$ cat config.mk
export PLATFORM = sky130hd
export DESIGN_NAME = cnn_run_sequencer_flat
export DESIGN_NICKNAME = d
export VERILOG_FILES = /design/src/rtl/cnn_run_sequencer_pkg.sv /design/src/rtl/cnn_run_sequencer_if.sv /design/src/rtl/cnn_run_sequencer_rise_detect.sv /design/src/rtl/cnn_run_sequencer.sv /design/src/flat_wrapper.sv
export SDC_FILE = /design/constraint.sdc
export NUM_CORES = 1
export LEC_CHECK = 0
export BUFFER_PORTS_ARGS = -buffer_cell sky130_fd_sc_hd__buf_2
export CAP_MARGIN = 15
export CORE_MARGIN = 2
export CORE_UTILIZATION = 30
export DETAILED_ROUTE_END_ITERATION = 6
export PLACE_DENSITY_LB_ADDON = 0.05
export SLEW_MARGIN = 10
export SYNTH_ARGS = -nofsm -noshare
export SYNTH_HDL_FRONTEND = slang
export SYNTH_SLANG_ARGS = --single-unit
$ cat constraint.sdc
create_clock -name clk_i -period 7.95 [get_ports clk_i]
set_input_delay 0.3975 -clock clk_i [delete_from_list [all_inputs] [get_ports clk_i]]
set_output_delay 0.3975 -clock clk_i [all_outputs]
set_load 0.01 [all_outputs]
$ cat src/rtl/cnn_run_sequencer_pkg.sv
// Shared types and defaults for the CNN run sequencer and its neighbours.
package cnn_ctrl_pkg;

  typedef enum logic [1:0] {
    IDLE  = 2'd0,
    START = 2'd1,
    WAIT  = 2'd2,
    HOLD  = 2'd3
  } seq_state_e;

  localparam int CNN_DATA_WIDTH         = 160;
  localparam int DEFAULT_TIMEOUT_CYCLES = 4096;
  localparam int DEFAULT_COUNT_WIDTH    = 16;

endpackage

$ cat src/rtl/cnn_run_sequencer_if.sv
// Core-side start/valid/data and downstream valid/ready result channel.
interface cnn_run_sequencer_if
  import cnn_ctrl_pkg::*;
#(
  parameter int DATA_WIDTH = CNN_DATA_WIDTH
) ();

  logic                  cnn_start_o;
  logic                  cnn_valid_i;
  logic [DATA_WIDTH-1:0] cnn_data_i;
  logic                  result_valid_o;
  logic [DATA_WIDTH-1:0] result_data_o;
  logic                  result_ready_i;

  modport master (
    output cnn_start_o, result_valid_o, result_data_o,
    input  cnn_valid_i, cnn_data_i, result_ready_i
  );

  modport slave (
    input  cnn_start_o, result_valid_o, result_data_o,
    output cnn_valid_i, cnn_data_i, result_ready_i
  );

endinterface

$ cat src/rtl/cnn_run_sequencer_rise_detect.sv
// Registered 0->1 edge detector; stays disarmed for the first cycle after
// reset so a level already high at reset release is not seen as a rise.
module rise_detect (
  input  logic clk_i,
  input  logic reset_i,
  input  logic sig_i,
  output logic rise_o
);

  logic sig_q_r;
  logic armed_r;

  // previous-level register and post-reset arming flag
  always_ff @(posedge clk_i or posedge reset_i) begin
    if (reset_i) begin
      sig_q_r <= 1'b0;
      armed_r <= 1'b0;
    end else begin
      sig_q_r <= sig_i;
      armed_r <= 1'b1;
    end
  end

  assign rise_o = armed_r & sig_i & ~sig_q_r;

endmodule

$ cat src/rtl/cnn_run_sequencer.sv
// One CNN inference run per begin_i rise: start pulse, wait for valid or
// timeout, then hold the captured score vector until downstream accepts it.
module cnn_run_sequencer
  import cnn_ctrl_pkg::*;
#(
  parameter int DATA_WIDTH     = CNN_DATA_WIDTH,
  parameter int TIMEOUT_CYCLES = DEFAULT_TIMEOUT_CYCLES,
  parameter int COUNT_WIDTH    = DEFAULT_COUNT_WIDTH
) (
  input  logic                   clk_i,
  input  logic                   reset_i,
  input  logic                   begin_i,
  cnn_run_sequencer_if.master    bus,
  output logic                   busy_o,
  output logic                   timeout_o,
  output logic [COUNT_WIDTH-1:0] run_count_o,
  output logic [COUNT_WIDTH-1:0] err_count_o
);

  localparam logic [15:0] WAIT_LAST = 16'(TIMEOUT_CYCLES - 1);

  seq_state_e             state_r, state_s;
  logic                   pending_r, pending_s;
  logic [15:0]            wait_cnt_r, wait_cnt_s;
  logic                   start_r, start_s;
  logic                   result_valid_r, result_valid_s;
  logic [DATA_WIDTH-1:0]  result_data_r, result_data_s;
  logic                   busy_r, busy_s;
  logic                   timeout_r, timeout_s;
  logic [COUNT_WIDTH-1:0] run_count_r, run_count_s;
  logic [COUNT_WIDTH-1:0] err_count_r, err_count_s;
  logic                   rise_s;

  rise_detect u_begin_rise (
    .clk_i   (clk_i),
    .reset_i (reset_i),
    .sig_i   (begin_i),
    .rise_o  (rise_s)
  );

  // next-state and next-output decode; every output is a flop fed from here
  always_comb begin
    state_s        = state_r;
    pending_s      = pending_r | rise_s;
    wait_cnt_s     = wait_cnt_r;
    result_valid_s = result_valid_r;
    result_data_s  = result_data_r;
    timeout_s      = 1'b0;
    run_count_s    = run_count_r;
    err_count_s    = err_count_r;
    case (state_r)
      IDLE: begin
        if (rise_s || pending_r) begin
          state_s   = START;
          // a rise landing as pending is consumed counts as a new request
          pending_s = pending_r & rise_s;
        end else begin
          state_s   = IDLE;
          pending_s = pending_r;
        end
      end
      START: begin
        wait_cnt_s = 16'd0;
        state_s    = WAIT;
      end
      WAIT: begin
        wait_cnt_s = wait_cnt_r + 16'd1;
        if (bus.cnn_valid_i) begin
          result_data_s  = bus.cnn_data_i;
          result_valid_s = 1'b1;
          run_count_s    = run_count_r + COUNT_WIDTH'(1);
          state_s        = HOLD;
        end else if (wait_cnt_r == WAIT_LAST) begin
          timeout_s = 1'b1;
          if (err_count_r != {COUNT_WIDTH{1'b1}}) begin
            err_count_s = err_count_r + COUNT_WIDTH'(1);
          end else begin
            err_count_s = err_count_r;
          end
          state_s = IDLE;
        end else begin
          state_s = WAIT;
        end
      end
      HOLD: begin
        if (bus.result_ready_i) begin
          result_valid_s = 1'b0;
          state_s        = IDLE;
        end else begin
          state_s = HOLD;
        end
      end
      default: begin
        state_s = IDLE;
      end
    endcase
    start_s = (state_s == START);
    busy_s  = (state_s != IDLE);
  end

  // state and output registers
  always_ff @(posedge clk_i or posedge reset_i) begin
    if (reset_i) begin
      state_r        <= IDLE;
      pending_r      <= 1'b0;
      wait_cnt_r     <= 16'd0;
      start_r        <= 1'b0;
      result_valid_r <= 1'b0;
      result_data_r  <= '0;
      busy_r         <= 1'b0;
      timeout_r      <= 1'b0;
      run_count_r    <= '0;
      err_count_r    <= '0;
    end else begin
      state_r        <= state_s;
      pending_r      <= pending_s;
      wait_cnt_r     <= wait_cnt_s;
      start_r        <= start_s;
      result_valid_r <= result_valid_s;
      result_data_r  <= result_data_s;
      busy_r         <= busy_s;
      timeout_r      <= timeout_s;
      run_count_r    <= run_count_s;
      err_count_r    <= err_count_s;
    end
  end

  assign bus.cnn_start_o    = start_r;
  assign bus.result_valid_o = result_valid_r;
  assign bus.result_data_o  = result_data_r;
  assign busy_o             = busy_r;
  assign timeout_o          = timeout_r;
  assign run_count_o        = run_count_r;
  assign err_count_o        = err_count_r;

endmodule

$ cat src/flat_wrapper.sv
// flat-port wrapper written by rule: the top's interface ports become plain ports
module cnn_run_sequencer_flat import cnn_ctrl_pkg::*;
#(
  parameter int DATA_WIDTH     = CNN_DATA_WIDTH,
  parameter int TIMEOUT_CYCLES = DEFAULT_TIMEOUT_CYCLES,
  parameter int COUNT_WIDTH    = DEFAULT_COUNT_WIDTH
)
  (clk_i, reset_i, begin_i, busy_o, timeout_o, run_count_o, err_count_o, bus_cnn_start_o, bus_result_valid_o, bus_result_data_o, bus_cnn_valid_i, bus_cnn_data_i, bus_result_ready_i);
  cnn_run_sequencer_if #(.DATA_WIDTH(DATA_WIDTH)) bus_i ();
  input  logic clk_i;
  input  logic reset_i;
  input  logic begin_i;
  output logic busy_o;
  output logic timeout_o;
  output logic [COUNT_WIDTH-1:0] run_count_o;
  output logic [COUNT_WIDTH-1:0] err_count_o;
  output wire logic [$bits(bus_i.cnn_start_o)-1:0] bus_cnn_start_o;
  output wire logic [$bits(bus_i.result_valid_o)-1:0] bus_result_valid_o;
  output wire logic [$bits(bus_i.result_data_o)-1:0] bus_result_data_o;
  input wire logic [$bits(bus_i.cnn_valid_i)-1:0] bus_cnn_valid_i;
  input wire logic [$bits(bus_i.cnn_data_i)-1:0] bus_cnn_data_i;
  input wire logic [$bits(bus_i.result_ready_i)-1:0] bus_result_ready_i;
  assign bus_cnn_start_o = bus_i.cnn_start_o;
  assign bus_result_valid_o = bus_i.result_valid_o;
  assign bus_result_data_o = bus_i.result_data_o;
  assign bus_i.cnn_valid_i = bus_cnn_valid_i;
  assign bus_i.cnn_data_i = bus_cnn_data_i;
  assign bus_i.result_ready_i = bus_result_ready_i;
  cnn_run_sequencer #(.DATA_WIDTH(DATA_WIDTH), .TIMEOUT_CYCLES(TIMEOUT_CYCLES), .COUNT_WIDTH(COUNT_WIDTH)) u_core (.clk_i(clk_i), .reset_i(reset_i), .begin_i(begin_i), .bus(bus_i), .busy_o(busy_o), .timeout_o(timeout_o), .run_count_o(run_count_o), .err_count_o(err_count_o));
endmodule
==> impl_results.md <==
- Status: finished clean
- Die width: 174 um
- Clock tree buffer depth: 3
- Pleak: roughly 6.6 nW
- Dominant synthesized flop cell: dfrtp_1
- IO Pins: 361
- Synth top area share: between 60% and 70%
- Tcrit/Tclk final: 39.1%
- Crit path max-delay family: buffers and inverters
- Global route overflow: 0
- Top post-synthesis cells by count: nand2_1, dfrtp_1, clkbuf_1, xnor2_1, nor2_1
- Crit start category: flip-flop
- Area leader, netlist: dfrtp_1
- CP max stage delay: 0.89 ns
- TritonCTS clock tree: built
- Area grow syn2layout: 35.3%
- Hpwl dp: 17.4 mm
- Total GRT Usage: 16.4%
- Hold WS: 0.00301 ns
- Starting Density: between 30% and 40%
- Syn Nets: 1107
- Initial antenna violation count: 7
- Site Rows: between 60 and 70
- 1st-pass router iterations: 4
- Hold WC Path Type: in2async
- Gates resized, CTS repair: 0
- Total core area: 0.0285 mm^2
- Layout Cells excl Fill: 1695
- Clock power frac: 27.6%
- Fmax: 0.322 GHz
- Largest net degree at the start of global routing: 97
- Power Total: 4.33 mW
- Setup TNS: 0 ns
- Maximum vdd drop: about 0.00016 V
- Die area: about 0.03 mm^2
- First-pass GRT wire length: between 30 and 40 mm
- Worst-Margin Slew: 1.04 ns
- EDFF count, synth: 0
- Final Hold Violating Endpoints: 0
- Critical path's slowest cell: buf_4
- Vias in the first global route: 7170
- Vias per cell: between 4 and 5
- Synth warn: 0
- Power Dens Cells: 371 mW/mm^2
- Via count: 7210
- Final setup viols: 0
- Net Sw Power: 1.55 mW
- Buf+Inv Stages, Crit Path: 2
- Post-Syn Area: about 0.0086 mm^2
- GPL Wtd Cong: about 0.74
- Skew-Pair Late Insertion Delay: between 0.5 and 0.6 ns
- Flops & latches, synth: 217
- Final ANT Viol Nets: 0
- I/O Buffers: 360
- Cells after DPL: 1642
- Die Height: 174 um
- Count leader, synth: nand2_1
- Syn Area/Cell: 9.23 um^2
- Switch share: between 30% and 40%
- Critical path type: reg2reg
- Share of layout cells above drive strength 1: between 30% and 40%
- Seq pwr share: 40.0%
- Cell variety after synth: 38
- Clock buffer count from CTS: 26
- Crit path required time: approximately 8.4 ns
- Nets: roughly 1500
- Arrival time worst endpoint: approximately 3.5 ns
- Clock Sinks: 217
- Synth Instances: 935
- Maximum capacitance violations: 0
- Worst Skew: 0.0123 ns
- Seq/Total Area, Yosys: a little over three fifths
- Fin worst setup slack: between 4 and 5 ns
- Max-slew headroom: 30.7%
- Routed WL: ~25 mm
- Setup WS pre-CTS: ~4.8 ns
- H-tree Lvls: 1
- RSZ-0062 raised after global routing: no
- CP endpoint kind: flip-flop
- Ys async rst share: 100%
- DR WL/cell: 15.0 um
- Final Max Slew Viols: 0
- CTS root buf: clkbuf_16
- DRC: 0
- # fillers: 3018
- Worst-path clk slew: about 0.06 ns
- Logic pwr share: 32.4%
- Initial DRC count: about 300
- Worst-path fanout max: 96
- Synth area leaders: dfrtp_1, nand2_1, xnor2_1
- Internal power: 2.78 mW
- CP Cell Sequence: inv_1 > ha_1 > and2_4 > buf_4 > nand4_1 > xnor2_1
- Fin crit period: 3.11 ns
==> final timing paths <==
kind | start | endpoint | slack [ns] | cells after the start
setup / recovery | u_core.state_r[0] | u_core.run_count_o[3] | 4.84 | 6
hold / removal | reset_i | u_core.bus.result_data_o[20] | 0.003 | 2
setup reg to reg | u_core.state_r[0] | u_core.run_count_o[3] | 4.84 | 6
hold reg to reg | u_core.bus.result_data_o[95] | u_core.bus.result_data_o[95] | 0.46 | 2
max in group asynchronous | reset_i | u_core.bus.result_data_o[90] | 6.58 | 3
min in group clk_i | bus_cnn_data_i[13] | u_core.bus.result_data_o[13] | 0.06 | 3
==> sequential cells by signal, summed over array words and instances, names as in the netlist <==
register                     count
u_core.bus.cnn_start_o           1
u_core.bus.result_data_o       160
u_core.bus.result_valid_o        1
u_core.busy_o                    1
u_core.err_count_o              16
u_core.pending_r                 1
u_core.run_count_o              16
u_core.state_r                   2
u_core.timeout_o                 1
u_core.u_begin_rise.armed_r      1
u_core.u_begin_rise.sig_q_r      1
u_core.wait_cnt_r               16
==> routing by layer <==
| layer | part of all wire, % | global-route usage (%) |
|---|---|---|
| met3 | 9.5 | 5.61 |
| met1 | 42 | 20.7 |
| met5 | 0.051 | 0 |
| met2 | 46 | 26.6 |
| met4 | 2.4 | 5.04 |
==> worst reg2reg max path, cell delays in order, from the launching register on <==
cell and delay [ns]:
dfrtp_1 0.38, inv_1 0.13, ha_1 0.42, and2_4 0.74, buf_4 0.90, nand4_1 0.27, xnor2_1 0.17
==> power by group through the flow <==
stage               Clock (mW)  Sequential (mW)  Combinational, mW
CTS                       1.24             1.74               1.44
finish                    1.20             1.73               1.40
global route              1.28             1.79               1.59
detailed placement           0             1.74               1.45
global placement             0             1.74               1.44
floorplan                    0             1.93              0.598
==> cells in the final DEF (no fill, tap or decap), types with 7 or more instances in the layout <==
| cell type | n |
|---|---|
| nand2_1 | 510 |
| buf_2 | 360 |
| dfrtp_1 | 217 |
| xnor2_1 | 29 |
| clkbuf_16 | 27 |
| nor2_1 | 24 |
| nand3_1 | 21 |
| nand4_1 | 13 |
| inv_1 | 11 |
| o21ai_0 | 10 |
| diode_2 | 8 |
| xor2_1 | 8 |
| and3_1 | 7 |
| ha_1 | 7 |
| clkbuf_8 | 7 |
==> cell families (layout without fill, tap and decap cells) <==
kind of cell	Yosys count	in the layout	synth area share (%)
xor+xnor	37	37	3.76
mux	3	3	0.363
compound gates	18	18	1.38
buf+inv	53	421	2.57
simple gates	598	598	27.8
fa+ha+maj	8	8	1.13
other cells	1	9	0.0435
flops	217	217	62.9
==> what timing repair did <==
action                                 4_1_cts  5_1_grt
setup buffers                                0        0
endpoints found under the hold margin        1        0
hold buffers                                 1        0
==> stage by stage <==
stage | util, % | area [um^2]
after floorplan | - | 8630
after global placement | 37.8 | 10800
after detailed placement | 37.8 | 10800
after CTS | 40.8 | 11700
after global routing | 40.9 | 11700
final | 40.9 | 11700
==> area by class of cell <==
cell class / count / area, um^2 / share of cell area [%]
sequential: 217 / 5430 / 46.5
multi-input combinational: 665 / 2990 / 25.6
timing repair buffer: 365 / 1840 / 15.8
clock buffer: 39 / 791 / 6.77
tap: 384 / 480 / 4.11
clock inverter: 5 / 75.1 / 0.643
inverter: 12 / 52.6 / 0.450
antenna: 8 / 20.0 / 0.171
(Power assumes the default switching activity.)
